`config.mk`:
```
export PLATFORM = sky130hd
export DESIGN_NAME = rpn_stack_core_flat
export DESIGN_NICKNAME = d
export VERILOG_FILES = /design/src/rtl/rpn_stack_core_if.sv /design/src/rtl/rpn_stack_core.sv /design/src/flat_wrapper.sv
export SDC_FILE = /design/constraint.sdc
export NUM_CORES = 2
export LEC_CHECK = 0
export ABC_AREA = 1
export CAP_MARGIN = 20
export CORE_ASPECT_RATIO = 0.6
export CORE_MARGIN = 4
export CORE_UTILIZATION = 30
export CTS_CLUSTER_SIZE = 10
export DETAILED_ROUTE_END_ITERATION = 10
export REMOVE_ABC_BUFFERS = 1
export SETUP_SLACK_MARGIN = 0.1
export SLEW_MARGIN = 20
export SYNTH_ARGS = -nofsm -noshare
export SYNTH_HDL_FRONTEND = slang
export SYNTH_SLANG_ARGS = --single-unit
```
`constraint.sdc`:
```
create_clock -name clk -period 7.2 [get_ports clk]
set_input_delay 1.44 -clock clk [delete_from_list [all_inputs] [get_ports clk]]
set_output_delay 1.44 -clock clk [all_outputs]
set_load 0.1 [all_outputs]
```
`src/rtl/rpn_stack_core_if.sv`:
```
// Token handshake between the number builder and the RPN stack engine.
interface rpn_stack_core_if #(
  parameter int WIDTH = 32
) ();
  logic             tok_valid;
  logic             tok_ready;
  logic [3:0]       tok_code;
  logic [WIDTH-1:0] tok_num;

  modport master (output tok_valid, output tok_code, output tok_num, input tok_ready);
  modport slave  (input tok_valid, input tok_code, input tok_num, output tok_ready);
endinterface

```
`src/rtl/rpn_stack_core.sv`:
```
// RPN evaluation engine: operand stack, + - * and an iterative restoring divider,
// with answer latching on '=' and error reporting.
module rpn_stack_core #(
  parameter int WIDTH = 32,
  parameter int DEPTH = 8
) (
  input  logic                       clk,
  input  logic                       reset_n,
  input  logic                       clear,
  rpn_stack_core_if.slave            tok,
  output logic [WIDTH-1:0]           top,
  output logic [$clog2(DEPTH+1)-1:0] depth,
  output logic                       busy,
  output logic [WIDTH-1:0]           answer,
  output logic                       answer_valid,
  output logic                       done,
  output logic                       err,
  output logic [1:0]                 err_code
);

  localparam int DW = $clog2(DEPTH + 1);
  localparam int AW = $clog2(DEPTH);
  localparam int CW = $clog2(WIDTH + 1);

  localparam logic [DW-1:0]    SP_ZERO  = {DW{1'b0}};
  localparam logic [DW-1:0]    SP_ONE   = DW'(1);
  localparam logic [DW-1:0]    SP_TWO   = DW'(2);
  localparam logic [DW-1:0]    SP_FULL  = DW'(DEPTH);
  localparam logic [CW-1:0]    CNT_ZERO = {CW{1'b0}};
  localparam logic [CW-1:0]    CNT_ONE  = CW'(1);
  localparam logic [CW-1:0]    CNT_LAST = CW'(WIDTH);
  localparam logic [WIDTH-1:0] W_ZERO   = {WIDTH{1'b0}};

  localparam logic [3:0] TK_MAX_NUM = 4'd9;
  localparam logic [3:0] TK_ADD     = 4'hA;
  localparam logic [3:0] TK_SUB     = 4'hB;
  localparam logic [3:0] TK_MUL     = 4'hC;
  localparam logic [3:0] TK_DIV     = 4'hD;
  localparam logic [3:0] TK_EQU     = 4'hE;
  localparam logic [3:0] TK_CLR     = 4'hF;

  // Operator select is the low two bits of the token code (A=10, B=11, C=00).
  localparam logic [1:0] OP_ADD = 2'b10;
  localparam logic [1:0] OP_SUB = 2'b11;
  localparam logic [1:0] OP_MUL = 2'b00;

  localparam logic [1:0] ERR_SYNTAX = 2'b00;
  localparam logic [1:0] ERR_OVF    = 2'b01;
  localparam logic [1:0] ERR_UNF    = 2'b10;
  localparam logic [1:0] ERR_DIV0   = 2'b11;

  typedef enum logic [2:0] {
    S_IDLE  = 3'd0,
    S_EXEC  = 3'd1,
    S_DIV   = 3'd2,
    S_DONE  = 3'd3,
    S_ERROR = 3'd4
  } state_e;

  state_e           state_q, state_d;
  logic [WIDTH-1:0] stack_q [DEPTH];
  logic [WIDTH-1:0] stack_d [DEPTH];
  logic [DW-1:0]    sp_q, sp_d;
  logic [WIDTH-1:0] op_a_q, op_a_d;
  logic [WIDTH-1:0] op_b_q, op_b_d;
  logic [1:0]       op_q, op_d;
  logic [WIDTH-1:0] rem_q, rem_d;
  logic [CW-1:0]    cnt_q, cnt_d;
  logic [WIDTH-1:0] answer_q, answer_d;
  logic             ans_vld_q, ans_vld_d;
  logic [1:0]       err_code_q, err_code_d;

  logic             accept_s;
  logic             is_num_s;
  logic             do_clear_s;
  logic [AW-1:0]    push_idx_s;
  logic [AW-1:0]    tos_idx_s;
  logic [AW-1:0]    nos_idx_s;
  logic [WIDTH-1:0] tos_s;
  logic [WIDTH-1:0] nos_s;
  logic [WIDTH-1:0] alu_s;
  logic [WIDTH:0]   rem_shift_s;
  logic [WIDTH:0]   diff_s;
  logic             fits_s;
  logic [WIDTH-1:0] rem_next_s;
  logic [WIDTH-1:0] quo_next_s;

  assign tok.tok_ready = (state_q == S_IDLE) || (state_q == S_DONE) || (state_q == S_ERROR);
  assign accept_s      = tok.tok_valid && tok.tok_ready;
  assign is_num_s      = (tok.tok_code <= TK_MAX_NUM);
  assign do_clear_s    = clear || (accept_s && (tok.tok_code == TK_CLR));

  assign push_idx_s = AW'(sp_q);
  assign tos_idx_s  = AW'(sp_q - SP_ONE);
  assign nos_idx_s  = AW'(sp_q - SP_TWO);
  assign tos_s      = stack_q[tos_idx_s];
  assign nos_s      = stack_q[nos_idx_s];

  assign top          = (sp_q == SP_ZERO) ? W_ZERO : tos_s;
  assign depth        = sp_q;
  assign busy         = (state_q == S_EXEC) || (state_q == S_DIV);
  assign answer       = answer_q;
  assign answer_valid = ans_vld_q;
  assign done         = (state_q == S_DONE);
  assign err          = (state_q == S_ERROR);
  assign err_code     = err_code_q;

  // Quotient shifts in where the dividend shifts out of op_a; a clear top bit of diff means no borrow.
  assign rem_shift_s = {rem_q, op_a_q[WIDTH-1]};
  assign diff_s      = rem_shift_s - {1'b0, op_b_q};
  assign fits_s      = ~diff_s[WIDTH];
  assign rem_next_s  = fits_s ? diff_s[WIDTH-1:0] : rem_shift_s[WIDTH-1:0];
  assign quo_next_s  = {op_a_q[WIDTH-2:0], fits_s};

  // Single-cycle arithmetic on the popped operands; all results wrap.
  always_comb begin
    case (op_q)
      OP_ADD:  alu_s = op_a_q + op_b_q;
      OP_SUB:  alu_s = op_a_q - op_b_q;
      OP_MUL:  alu_s = op_a_q * op_b_q;
      default: alu_s = W_ZERO;
    endcase
  end

  // Next-state, stack and result logic.
  always_comb begin
    state_d    = state_q;
    stack_d    = stack_q;
    sp_d       = sp_q;
    op_a_d     = op_a_q;
    op_b_d     = op_b_q;
    op_d       = op_q;
    rem_d      = rem_q;
    cnt_d      = cnt_q;
    answer_d   = answer_q;
    ans_vld_d  = 1'b0;
    err_code_d = err_code_q;

    if (do_clear_s) begin
      state_d    = S_IDLE;
      sp_d       = SP_ZERO;
      answer_d   = W_ZERO;
      err_code_d = ERR_SYNTAX;
      cnt_d      = CNT_ZERO;
    end else begin
      case (state_q)
        S_IDLE: begin
          if (accept_s && is_num_s) begin
            if (sp_q == SP_FULL) begin
              state_d    = S_ERROR;
              err_code_d = ERR_OVF;
            end else begin
              stack_d[push_idx_s] = tok.tok_num;
              sp_d                = sp_q + SP_ONE;
            end
          end else if (accept_s) begin
            case (tok.tok_code)
              TK_ADD, TK_SUB, TK_MUL, TK_DIV: begin
                if (sp_q < SP_TWO) begin
                  state_d    = S_ERROR;
                  err_code_d = ERR_UNF;
                end else begin
                  op_a_d = nos_s;
                  op_b_d = tos_s;
                  op_d   = tok.tok_code[1:0];
                  sp_d   = sp_q - SP_TWO;
                  if (tok.tok_code != TK_DIV) begin
                    state_d = S_EXEC;
                  end else if (tos_s == W_ZERO) begin
                    state_d    = S_ERROR;
                    err_code_d = ERR_DIV0;
                  end else begin
                    state_d = S_DIV;
                    rem_d   = W_ZERO;
                    cnt_d   = CNT_ZERO;
                  end
                end
              end
              TK_EQU: begin
                if (sp_q == SP_ONE) begin
                  answer_d  = tos_s;
                  ans_vld_d = 1'b1;
                  state_d   = S_DONE;
                end else if (sp_q == SP_ZERO) begin
                  state_d    = S_ERROR;
                  err_code_d = ERR_UNF;
                end else begin
                  state_d    = S_ERROR;
                  err_code_d = ERR_SYNTAX;
                end
              end
              default: state_d = S_IDLE;
            endcase
          end else begin
            state_d = S_IDLE;
          end
        end
        S_EXEC: begin
          stack_d[push_idx_s] = alu_s;
          sp_d                = sp_q + SP_ONE;
          state_d             = S_IDLE;
        end
        S_DIV: begin
          if (cnt_q == CNT_LAST) begin
            stack_d[push_idx_s] = op_a_q;
            sp_d                = sp_q + SP_ONE;
            state_d             = S_IDLE;
          end else begin
            op_a_d = quo_next_s;
            rem_d  = rem_next_s;
            cnt_d  = cnt_q + CNT_ONE;
          end
        end
        S_DONE, S_ERROR: state_d = state_q;
        default:         state_d = S_IDLE;
      endcase
    end
  end

  // State and datapath registers.
  always_ff @(posedge clk or negedge reset_n) begin
    if (!reset_n) begin
      state_q    <= S_IDLE;
      for (int i = 0; i < DEPTH; i++) begin
        stack_q[i] <= W_ZERO;
      end
      sp_q       <= SP_ZERO;
      op_a_q     <= W_ZERO;
      op_b_q     <= W_ZERO;
      op_q       <= OP_MUL;
      rem_q      <= W_ZERO;
      cnt_q      <= CNT_ZERO;
      answer_q   <= W_ZERO;
      ans_vld_q  <= 1'b0;
      err_code_q <= ERR_SYNTAX;
    end else begin
      state_q    <= state_d;
      stack_q    <= stack_d;
      sp_q       <= sp_d;
      op_a_q     <= op_a_d;
      op_b_q     <= op_b_d;
      op_q       <= op_d;
      rem_q      <= rem_d;
      cnt_q      <= cnt_d;
      answer_q   <= answer_d;
      ans_vld_q  <= ans_vld_d;
      err_code_q <= err_code_d;
    end
  end

endmodule
```
`src/flat_wrapper.sv`:
```
// flat-port wrapper written by rule: the top's interface ports become plain ports
module rpn_stack_core_flat 
#(
  parameter int WIDTH = 32,
  parameter int DEPTH = 8
)
  (clk, reset_n, clear, top, depth, busy, answer, answer_valid, done, err, err_code, tok_tok_valid, tok_tok_code, tok_tok_num, tok_tok_ready);
  rpn_stack_core_if #(.WIDTH(WIDTH)) tok_i ();
  input  logic clk;
  input  logic reset_n;
  input  logic clear;
  output logic [WIDTH-1:0] top;
  output logic [$clog2(DEPTH+1)-1:0] depth;
  output logic busy;
  output logic [WIDTH-1:0] answer;
  output logic answer_valid;
  output logic done;
  output logic err;
  output logic [1:0] err_code;
  input wire logic [$bits(tok_i.tok_valid)-1:0] tok_tok_valid;
  input wire logic [$bits(tok_i.tok_code)-1:0] tok_tok_code;
  input wire logic [$bits(tok_i.tok_num)-1:0] tok_tok_num;
  output wire logic [$bits(tok_i.tok_ready)-1:0] tok_tok_ready;
  assign tok_i.tok_valid = tok_tok_valid;
  assign tok_i.tok_code = tok_tok_code;
  assign tok_i.tok_num = tok_tok_num;
  assign tok_tok_ready = tok_i.tok_ready;
  rpn_stack_core #(.WIDTH(WIDTH), .DEPTH(DEPTH)) u_core (.clk(clk), .reset_n(reset_n), .clear(clear), .tok(tok_i), .top(top), .depth(depth), .busy(busy), .answer(answer), .answer_valid(answer_valid), .done(done), .err(err), .err_code(err_code));
endmodule
```
==> impl_metrics.tcl <==
set metrics [dict create \
    die_w_um 530.4 \
    place_inst 9513 \
    drc 0 \
    relSlewSlack_pct 16.61 \
    crit_arrival_ns 7.85 \
    grt_pass1_vias 49915 \
    num_rows 114 \
    synth_cell_types 56 \
    area_growth_pct 19.04 \
    htree_levels 2 \
    viasPerCell 5.577 \
    grt_remaining_overflow 0 \
    synth_area_um2 49110 \
    final_area_um2 58460 \
    violations "setup timing" \
    drive_gt1_share_pct 12.27 \
    drt_wl_total_mm 234.0 \
    cpMostUsedCell "fa_1" \
    drt-pass1-iter-count 8 \
    cp_slowest_cell "fa_1" \
    synth_ff_type "dfrtp_1" \
    tightest_slew_ns 1.242 \
    final_cells 9631 \
    synth_area_leaders "dfrtp_1 (20%), fa_1 (17%), nand2_1 (12%), inv_1 (10%), o21ai_0 (7.2%)" \
    vias 53709 \
    wl_per_cell_um 24.30 \
    initial_core_util_pct 30.34 \
    cts_buffer_depth 3 \
    cp_num_buf_inv 9 \
    placed_area_um2 55240 \
    yosys_warnings 0 \
    critPathTopFamily "adder cells" \
    nNetsFinal 8102 \
    synth_top_family_by_area "adder cells" \
    clock-sinks 402 \
    hold_class "flop to flop" \
    synth_top_cell_by_area "dfrtp_1" \
    synth_seq_cells 402 \
    synth_edf_count 0 \
    synthAdderAreaFrac_pct 21.78 \
    port_buffers 114 \
    io_pins 115 \
    synth_top_area_share_pct 20.48 \
    clk_latency_ns 0.71 \
    grt_max_degree 190 \
    post_cts_hold_buffer_count 0 \
    yosys.area_share.simple_pct 21.67 \
    postRouteAntennaNets 0 \
    dpl.hpwl_mm 170.6 \
    syn-instance-count 7272 \
    grt_pass1_wl_mm 340.1 \
    clock-skew-final_ns 0.05190 \
    drt-initial-drc-count 8231 \
    fin_setup_tns_ns -1.047 \
    avgSynthCellArea_um2 6.754 \
    place_congestion 1.009 \
    drv_slew 0 \
    grtUsageTotal_pct 26.61 \
    cts_root_buf "clkbuf_16" \
    ys_seq_area_share_pct 20.48 \
    end_kind "flop" \
    max-cap-violations 0 \
    synthArstFlopShare_pct 100.0 \
    cts_buffers 51 \
    status "finished, violations left" \
    clk_pin_slew_ns 0.07 \
    die_y_um 321.4 \
    core_area_um2 161900 \
    synthMuxAreaShare_pct 0.04076 \
    timing.final.hold_violations 0 \
    tritoncts "built" \
    setup_violations 33 \
    synth_compound_gate_area_share_pct 20.30 \
    yosysMostFrequentCell "nand2_1" \
    worstPathRequired_ns 7.76 \
    rsz0062_at_grt "yes" \
    fmax_ghz 0.1371 \
    period_share_pct 101.3 \
    crit_fanout 7 \
    crit_type "flop to flop" \
    period_needed_ns 7.293 \
    cp-start-kind "flop" \
    synth_xor_area_share_pct 1.299 \
    dieArea_um2 170500 \
    antenna_found_initial 8 \
    max_stage_delay_ns 0.58 \
    setup_ws_ns -0.09314 \
    netlist_top_cells_count "nand2_1 (1506), inv_1 (1358), o21ai_0 (709)" \
]
area by class of cell:
| class | instances | area (um^2) |
|---|---|---|
| clock inverters | 11 | 212.7 |
| diodes | 5 | 12.51 |
| fillers | 17040 | 103400 |
| multi-input cells | 5010 | 33160 |
| well taps | 2146 | 2685 |
| inverters | 1397 | 5259 |
| repair buffers | 591 | 5643 |
| flip-flops and latches | 402 | 10080 |
| clock buffers | 69 | 1414 |
metrics by stage:
stage | util [%] | setup slack [ns] | hold slack [ns]
2_1_floorplan | - | -9.307 | 0.4488
3_3_place_gp | 34.11 | -0.4515 | 0.4659
3_5_place_dp | 34.12 | -0.4482 | 0.4723
4_1_cts | 35.73 | -0.04690 | 0.4889
5_1_grt | 36.11 | -0.2900 | 0.5195
6_report | 36.11 | -0.09314 | 0.4892
timing repair:
| item | CTS | global route |
|---|---|---|
| pin swaps | 52 | 101 |
| setup endpoints to repair | 130 | 182 |
| gates cloned | 1 | 1 |
| setup buffers | 22 | 9 |
| resized for setup | 195 | 148 |
cell usage in the layout (no fill, tap or decap), types with 14 or more instances in the layout:
cell type,synthesis,layout
a21oi_1,507,478
a211oi_1,30,29
o21ai_2,0,14
a31oi_1,68,68
clkbuf_16,0,52
buf_6,2,28
dfrtp_1,402,389
a22oi_1,24,24
o21ai_1,50,81
ha_1,199,173
buf_12,0,68
inv_1,1358,1334
o311ai_0,26,25
nor2_2,11,21
nand3_2,0,23
or2_2,39,37
a21oi_2,1,26
fa_2,0,26
nand2_2,1,37
o21ai_0,709,661
buf_4,4,408
xor2_1,59,59
nor2_1,452,435
clkdlybuf4s50_1,0,81
o22ai_1,31,31
nand2_1,1506,1452
o211ai_1,206,206
nand2_4,1,17
ha_4,0,24
nor3_1,87,79
fa_1,410,384
nand3_1,407,380
nand4_1,46,46
a41oi_1,25,25
inv_2,28,50
a21o_1,16,16
path summary, 6_finish.rpt:
kind | start | end | slack (ns) | depth (start not counted)
worst max register to register | u_core.op_a_q[12]$_DFFE_PN0P_ | flop | -0.09 | 29
worst min register to register | flop | flop | 0.49 | 2
worst min-delay path | flop | flop | 0.49 | 2
worst max-delay path | u_core.op_a_q[12]$_DFFE_PN0P_ | flop | -0.09 | 29
max in group asynchronous | reset_n | u_core.op_a_q[15]$_DFFE_PN0P_ | 5.11 | 2
min in group asynchronous | reset_n | asynchronous set/reset pin | 0.72 | 1
cell families after synthesis:
kind of cell             count (synthesis)
AND/OR/NAND/NOR                       2576
buffers and inverters                 1860
AO/OA/AOI/OAI                         1751
adder cells (fa/ha/maj)                609
flip-flops                             402
XOR/XNOR                                72
multiplexers                             2
per-layer routing:
layer,up-vias,part of all wire (%),global-route usage [%]
li1,23636,-,-
met3,488,17,11.30
met2,3870,35,32.73
met4,14,3.5,7.948
met1,25701,44,40.52
met5,-,0.092,0.5833
worst register-to-register path: cells and delay by family, from the launching register on:
family,cells,cell delay (ns)
adder cells (fa/ha/maj),9,4.44
buffers and inverters,9,0.73
AND/OR/NAND/NOR,8,1.12
AO/OA/AOI/OAI,3,0.44
flip-flops,1,0.42
Power is left out: the tool's default activity adds up to more than one toggle a clock period on the data nets, which glitch-free logic cannot reach.
